**config.mk**
```make
export PLATFORM = sky130hd
export DESIGN_NAME = seven_seg_scanner
export DESIGN_NICKNAME = d
export VERILOG_FILES = /design/src/rtl/seven_seg_scanner.sv
export SDC_FILE = /design/constraint.sdc
export NUM_CORES = 1
export LEC_CHECK = 0
export ABC_CLOCK_PERIOD_IN_PS = 2720
export CAP_MARGIN = 25
export CORE_MARGIN = 4
export CORE_UTILIZATION = 43
export CTS_BUF_LIST = sky130_fd_sc_hd__clkbuf_2
export DETAILED_ROUTE_END_ITERATION = 7
export PLACE_DENSITY = 0.65
export SLEW_MARGIN = 25
export SYNTH_ARGS = -nofsm -noshare
export SYNTH_HDL_FRONTEND = slang
export SYNTH_SLANG_ARGS = --single-unit
```
**constraint.sdc**
```tcl
create_clock -name Clk -period 2.72 [get_ports Clk]
set_clock_uncertainty 0.05 [all_clocks]
set_input_delay 0.544 -clock Clk [delete_from_list [all_inputs] [get_ports Clk]]
set_output_delay 0.544 -clock Clk [all_outputs]
set_load 0.03 [all_outputs]
```
**src/rtl/seven_seg_scanner.sv**
```systemverilog
// Multiplexed 4-digit common-anode seven-segment driver with per-slot blanking and a double-buffered value.
// Optional leading-zero suppression is enabled by defining LEADING_ZERO_BLANK_EN.
module seven_seg_scanner #(
  parameter int CLK_DIV      = 50000,
  parameter int BLANK_CYCLES = 500
) (
  input  logic        Clk,
  input  logic        Reset,
  input  logic        load,
  input  logic [15:0] value,
  input  logic [3:0]  dp_mask,
  output logic [6:0]  seg,
  output logic        dp,
  output logic [3:0]  an,
  output logic        pending
);

  localparam int CW = (CLK_DIV > 2) ? $clog2(CLK_DIV) : 1;
  localparam logic [CW-1:0] CNT_LAST  = CW'(CLK_DIV - 1);
  localparam logic [CW-1:0] BLANK_END = CW'(BLANK_CYCLES);

  logic [CW-1:0] cnt;
  logic [1:0]    digit;
  logic [15:0]   pend_val;
  logic [3:0]    pend_dp;
  logic [15:0]   disp_val;
  logic [3:0]    disp_dp;
  logic          tick;
  logic          frame_end;
  logic          blank_phase;
  logic          show;
  logic [3:0]    cur_nib;

  function automatic logic [6:0] hex7(input logic [3:0] h);
    logic [6:0] s;
    case (h)
      4'h0: s = 7'b1000000;
      4'h1: s = 7'b1111001;
      4'h2: s = 7'b0100100;
      4'h3: s = 7'b0110000;
      4'h4: s = 7'b0011001;
      4'h5: s = 7'b0010010;
      4'h6: s = 7'b0000010;
      4'h7: s = 7'b1111000;
      4'h8: s = 7'b0000000;
      4'h9: s = 7'b0010000;
      4'hA: s = 7'b0001000;
      4'hB: s = 7'b0000011;
      4'hC: s = 7'b1000110;
      4'hD: s = 7'b0100001;
      4'hE: s = 7'b0000110;
      default: s = 7'b0001110;
    endcase
    return s;
  endfunction

  assign tick        = (cnt == CNT_LAST);
  assign frame_end   = tick && (digit == 2'd3);
  assign blank_phase = (cnt < BLANK_END);
  assign cur_nib     = disp_val[{digit, 2'b00} +: 4];

`ifdef LEADING_ZERO_BLANK_EN
  logic [1:0] msd;

  always_comb begin
    msd = 2'd0;
    if (disp_val[15:12] != 4'h0)     msd = 2'd3;
    else if (disp_val[11:8] != 4'h0) msd = 2'd2;
    else if (disp_val[7:4] != 4'h0)  msd = 2'd1;
  end

  // Digit 0 always passes since msd never drops below 0.
  assign show = (digit <= msd);
`else
  assign show = 1'b1;
`endif

  always_ff @(posedge Clk or posedge Reset) begin
    if (Reset) begin
      cnt   <= '0;
      digit <= 2'd0;
    end else if (tick) begin
      cnt   <= '0;
      digit <= digit + 2'd1;
    end else begin
      cnt   <= cnt + CW'(1);
    end
  end

  // A load on the frame-boundary cycle lands in pending after the old contents move out.
  always_ff @(posedge Clk or posedge Reset) begin
    if (Reset) begin
      pend_val <= 16'h0000;
      pend_dp  <= 4'h0;
      disp_val <= 16'h0000;
      disp_dp  <= 4'h0;
      pending  <= 1'b0;
    end else begin
      if (frame_end && pending) begin
        disp_val <= pend_val;
        disp_dp  <= pend_dp;
        pending  <= 1'b0;
      end
      if (load) begin
        pend_val <= value;
        pend_dp  <= dp_mask;
        pending  <= 1'b1;
      end
    end
  end

  always_ff @(posedge Clk or posedge Reset) begin
    if (Reset) begin
      an  <= 4'b1111;
      seg <= 7'b1111111;
      dp  <= 1'b1;
    end else if (blank_phase || !show) begin
      an  <= 4'b1111;
      seg <= 7'b1111111;
      dp  <= 1'b1;
    end else begin
      an  <= ~(4'b0001 << digit);
      seg <= hex7(cur_nib);
      dp  <= ~disp_dp[digit];
    end
  end

endmodule
```
# Word-level counts from Yosys, hierarchy flattened
# Memory sizes are Yosys's and may differ from the RTL's.
# Index checks and enable logic that the tools add are counted.
[totals] reg_bits=71 latchBits=0 mem_bits_rw=0 rom_bits=112 in_bits=23 elab_cells=32 memories=1
[memory_table] name="(no name shown)" depth=16 width=7 rd=1 rd_clocked_by_memory_dff=0 write_ports=0 line_no="36" source="case (h)"
[classes] addsub=2 n_mul=0 div_mod_pow=0 n_lt_le_gt_ge=2 eq_ne=2 n_shift=2 muxes=8 bitwise_logic=2 reduce_logical=3
[ops] op="$add 16x1->16 const B" count=1
[ops] op="$eq 16x16->1 const B" count=1
[ops] op="$lt 16x9->1 const B" count=1
[ops] op="$mux 16" count=1
[ops] op="$shiftx 16x5->4" count=1
[ops] op="$mux 7" count=1
[ops] op="$mux 1" count=4
[ops] op="$mux 4" count=1
[ops] op="$not 4->4" count=1
[ops] op="$shl 1x2->4 const A" count=1
[ops] op="$lt 2x3->1 const B" count=1
[ops] op="$add 2x1->2 const B" count=1
[ops] op="$bmux 1 s2" count=1
[ops] op="$eq 2x2->1 const B" count=1
[ops] op="$logic_and 1x1->1" count=2
[ops] op="$reduce_bool 2->1" count=1
[ops] op="$not 1->1" count=1

# Longest topological paths before layout
[depth] word_depth=5 ltp_mapped=7 depth_no_buf=6

# Least setup slack after synthesis
# OpenSTA, ideal clock, no wires.
[synth_timing] path_type="flip-flop to flip-flop" from="register cnt[0]" to="register disp_dp[0]" setup_time_ps=127 arrival_time_ps=1802 t_required_ps=2543 slack_ps=741 path_stages_with_launch=7 n_path_buf=1 synth_period_minus_slack_ps=1979 path_cell_list="dfrtp_1 > ha_1 > nand4_2 > nor4b_4 > and3_1 > buf_6 > mux2_1"
[synth_between] elab_chain_cells=3
[synth_rtl] item="start: declaration" line_no="22" source="logic [CW-1:0] cnt;"
[synth_rtl] item="start signal: assignment" line_no="86" source="cnt <= cnt + CW'(1);"
[synth_rtl] item="$eq 16x16->1" line_no="57" source="assign tick = (cnt == CNT_LAST);"
[synth_rtl] item="$logic_and 1x1->1" line_no="58" source="assign frame_end = tick && (digit == 2'd3);"
[synth_rtl] item="$logic_and 1x1->1" line_no="99" source="if (frame_end && pending) begin"
[synth_rtl] item="end signal: assignment" line_no="101" source="disp_dp <= pend_dp;"
[synth_rtl] item="end: declaration" line_no="27" source="logic [3:0] disp_dp;"
# Every way passes these cells.
# A chain may end at the register's enable or synchronous reset.

# Worst setup path in the final report
[layout_timing] from="register seg[4]" to="output seg[4]"
[layout_rtl] item="start: declaration" line_no="12" source="output logic [6:0] seg,"
[layout_rtl] item="start signal: assignment" line_no="123" source="seg <= hex7(cur_nib);"
# No word-level cell between the ends.

==> key figures <==
Synthesis
  – Post-Synth XOR/XNOR Area: 3.34%
  – Mux share of post-synthesis cell area: 18.9%
  – Complex-gate fraction of the synthesized area: 4.02%
  – Synth Area in Simple Gates: 9.42%
  – Netlist cell types: 41
  – Synthesized area: 0.00315 sq mm
  – Seq/Total Area, Yosys: 56.9%
  – Mapped Avg Cell Area: 13.4 sq um
  – Largest family of logic cells by synthesized area: multiplexers
  – Area share of fa/ha/maj cells after synthesis: 4.37%
  – Seq cells post-synth: 71
  – Synth warnings: 0
  – Syn_nets: 268
  – Cells after synthesis: 234
  – Yosys top cell area share: 46.9%
  – Area contributors post-synth: dfrtp_1, dfstp_2, mux2_2, mux2_1, ha_1
  – Post-synth top area cell: dfrtp_1

Critical path
  – CP max stage delay: 0.67 ns
  – Maximum fanout along the worst path: 1
  – CP top delay family: buffers and inverters
  – WS Path Type: flop to output pin
  – Crit path launch type: flop
  – CP cell instances: clkdlybuf4s50_1
  – Critical Path RT: 2.13 ns
  – Total buffers and inverters traversed by the critical path: 1
  – Crit path capture type: output pin
  – WP data arrival: 1.73 ns
  – Critical Path Slowest Stage Cell: clkdlybuf4s50_1

Finish
  – Commonest non-fill, non-tap cell in the layout: dfrtp_1
  – Multi-input logic area: 0.00126 sq mm
  – Layout area overhead: 18.7%
  – Nets: 312
  – Most frequent cells in the layout: dfrtp_1, clkdlybuf4s50_1, mux2_2
  – Share of layout cells above drive strength 1: 21.9%
  – Register area: 0.00179 sq mm
  – Antenna diodes: 0
  – Finished layout cell area: 0.00374 sq mm
  – Fillers: 581

Clock network
  – Root Buffer: clkbuf_2
  – Sink Count: 71
  – Clock Latency Late Sink: 0.51 ns
  – Cts repair resizes: 0
  – CTS tree: built
  – Clk buf depth: 2
  – TritonCTS Buffers: 9
  – Hold_buf cts: 0
  – Clock-pin slew on the worst setup and hold paths: 0.19 ns
  – Post CTS Setup Buffer Count: 0
  – Max H-tree Level: 3

Timing
  – Worst slew pin tran: 0.512 ns
  – Fin. Hold Viols: 0
  – Slew Viols, Final: 0
  – RSZ-0062 raised after global routing: no
  – Slew margin rel.: 65.6%
  – Setup violators final: 0
  – Fin crit share: 85.5%
  – F_max: 430 MHz
  – Final WS setup: 0.396 ns
  – Setup TNS: 0 ns
  – Fin crit period: 2.32 ns

Die
  – Die Footprint: 0.00875 sq mm
  – Initial core utilization: 45.3%
  – # IOs: 36
  – DIE WIDTH: 93.5 um
  – Row count: 30
  – Core area: 0.00694 sq mm
  – Die H: 93.5 um

Global routing
  – Largest net degree at the start of global routing: 40
  – GR Util All Layers: 13.5%
  – First-pass GRT wire length: 8980 um
  – Total gr overflow: 0
  – Initial antenna violation count: 0
  – Number of global-route vias before repair: 1885

Drt
  – DR vias: 1835
  – First-iteration detailed-routing DRC count: 49
  – Wire length per cell: 13.7 um
  – Post-DR vias/cell: 4.84
  – DR WL met2: 2350 um
  – First-pass detailed-route iteration total: 4
  – Drt drc: 0
  – Met3 wire length: 240 um
  – Uppermost layer routed: met4
  – DRT met1 WL: 2550 um
  – Final wirelength: 5180 um
  – Post-route ant nets: 0

Place
  – Buffers on Ports: 35
  – Dpl ws: 0.547 ns
  – GPL Wtd Cong: 0.776
  – Post-detail-place hpwl: 3670 um
  – Placed instance area: 0.00362 sq mm

Pwr
  – Peak supply drop: 0.000311 V
  – Leakage power: 1.63 nW
  – Power Dens Cells: 474 mW/mm^2

Run status
  – Outcome: complete, no violations

Worst hold path
  – Hold Crit Class: input pin to asynchronous set/reset pin

Job
  – Total of max-cap violations: 0
==> worst paths after layout <==
check	from	endpoint	slack, ns	cells past startpoint
max in group asynchronous	Reset	seg[0]	1.66	3
worst min-delay path	Reset	pend_val[7]	0.31	2
worst max register to register	digit[0]	seg[3]	0.49	6
worst max-delay path	seg[4]	seg[4]	0.40	1
worst min register to register	cnt[0]	cnt[0]	0.45	1
min in group Clk	cnt[0]	cnt[0]	0.45	1
==> registers in the layout (all words and copies together) (netlist names) <==
name / flops
cnt: 16
dp: 1
disp_dp: 4
pending: 1
an: 4
disp_val: 16
pend_dp: 4
digit: 2
seg: 7
pend_val: 16
==> Yosys cell counts, drive strengths merged <==
cell type,number
dfrtp,59
clkbuf,2
o211ai,2
mux4,5
and3,1
a21o,1
mux2i,2
nand4b,1
nand3,5
or2,2
or3,2
o21ai,4
a21oi,4
or4,1
nor4b,1
nand4,2
ha,11
inv,12
o221ai,4
nor3b,1
or3b,1
mux2,41
o22ai,1
nor2b,3
nor4,2
dfstp,12
nand2b,3
xor2,6
xnor2,6
and3b,1
a211oi,2
nor3,4
nand2,13
o31ai,1
nor2,10
buf,6
==> layer usage <==
layer,vias to the layer above,GRT usage [%]
met1,879,17.9
met3,4,5.23
met5,-,0
met2,38,19.8
li1,914,-
met4,0,5.78
==> cell families (layout without fill, tap and decap cells) <==
group / Yosys count / after routing
flip-flops: 71 / 71
adder cells (fa/ha/maj): 11 / 11
AND/OR/NAND/NOR: 53 / 53
AO/OA/AOI/OAI: 19 / 19
buffers and inverters: 20 / 69
XOR/XNOR: 12 / 12
multiplexers: 48 / 48
==> report_power, final <==
part,switching [mW],internal (mW),leakage [nW]
sequential,0.0154,1.09,0.886
clock,0.364,0.211,0.0632
combinational,0.0364,0.0585,0.679
==> layout make-up <==
class	count	area share, %
multi-input cells	143	33.7
flip-flops and latches	71	48.0
clock inverters	6	1.64
well taps	96	3.22
clock buffers	10	1.34
repair buffers	41	10.9
inverters	12	1.21
==> metrics by stage <==
stage                     hold WS (ns)  power (mW)  cells  util [%]
after floorplan                  0.402        1.17    234         -
after global placement           0.414        1.22    363      52.2
after detailed placement         0.426        1.22    363      52.2
after CTS                        0.272        1.80    379      53.8
after global routing             0.275        1.86    379      53.8
final                            0.307        1.77    379      53.8
No activity file was read; power rests on OpenSTA's default activity.
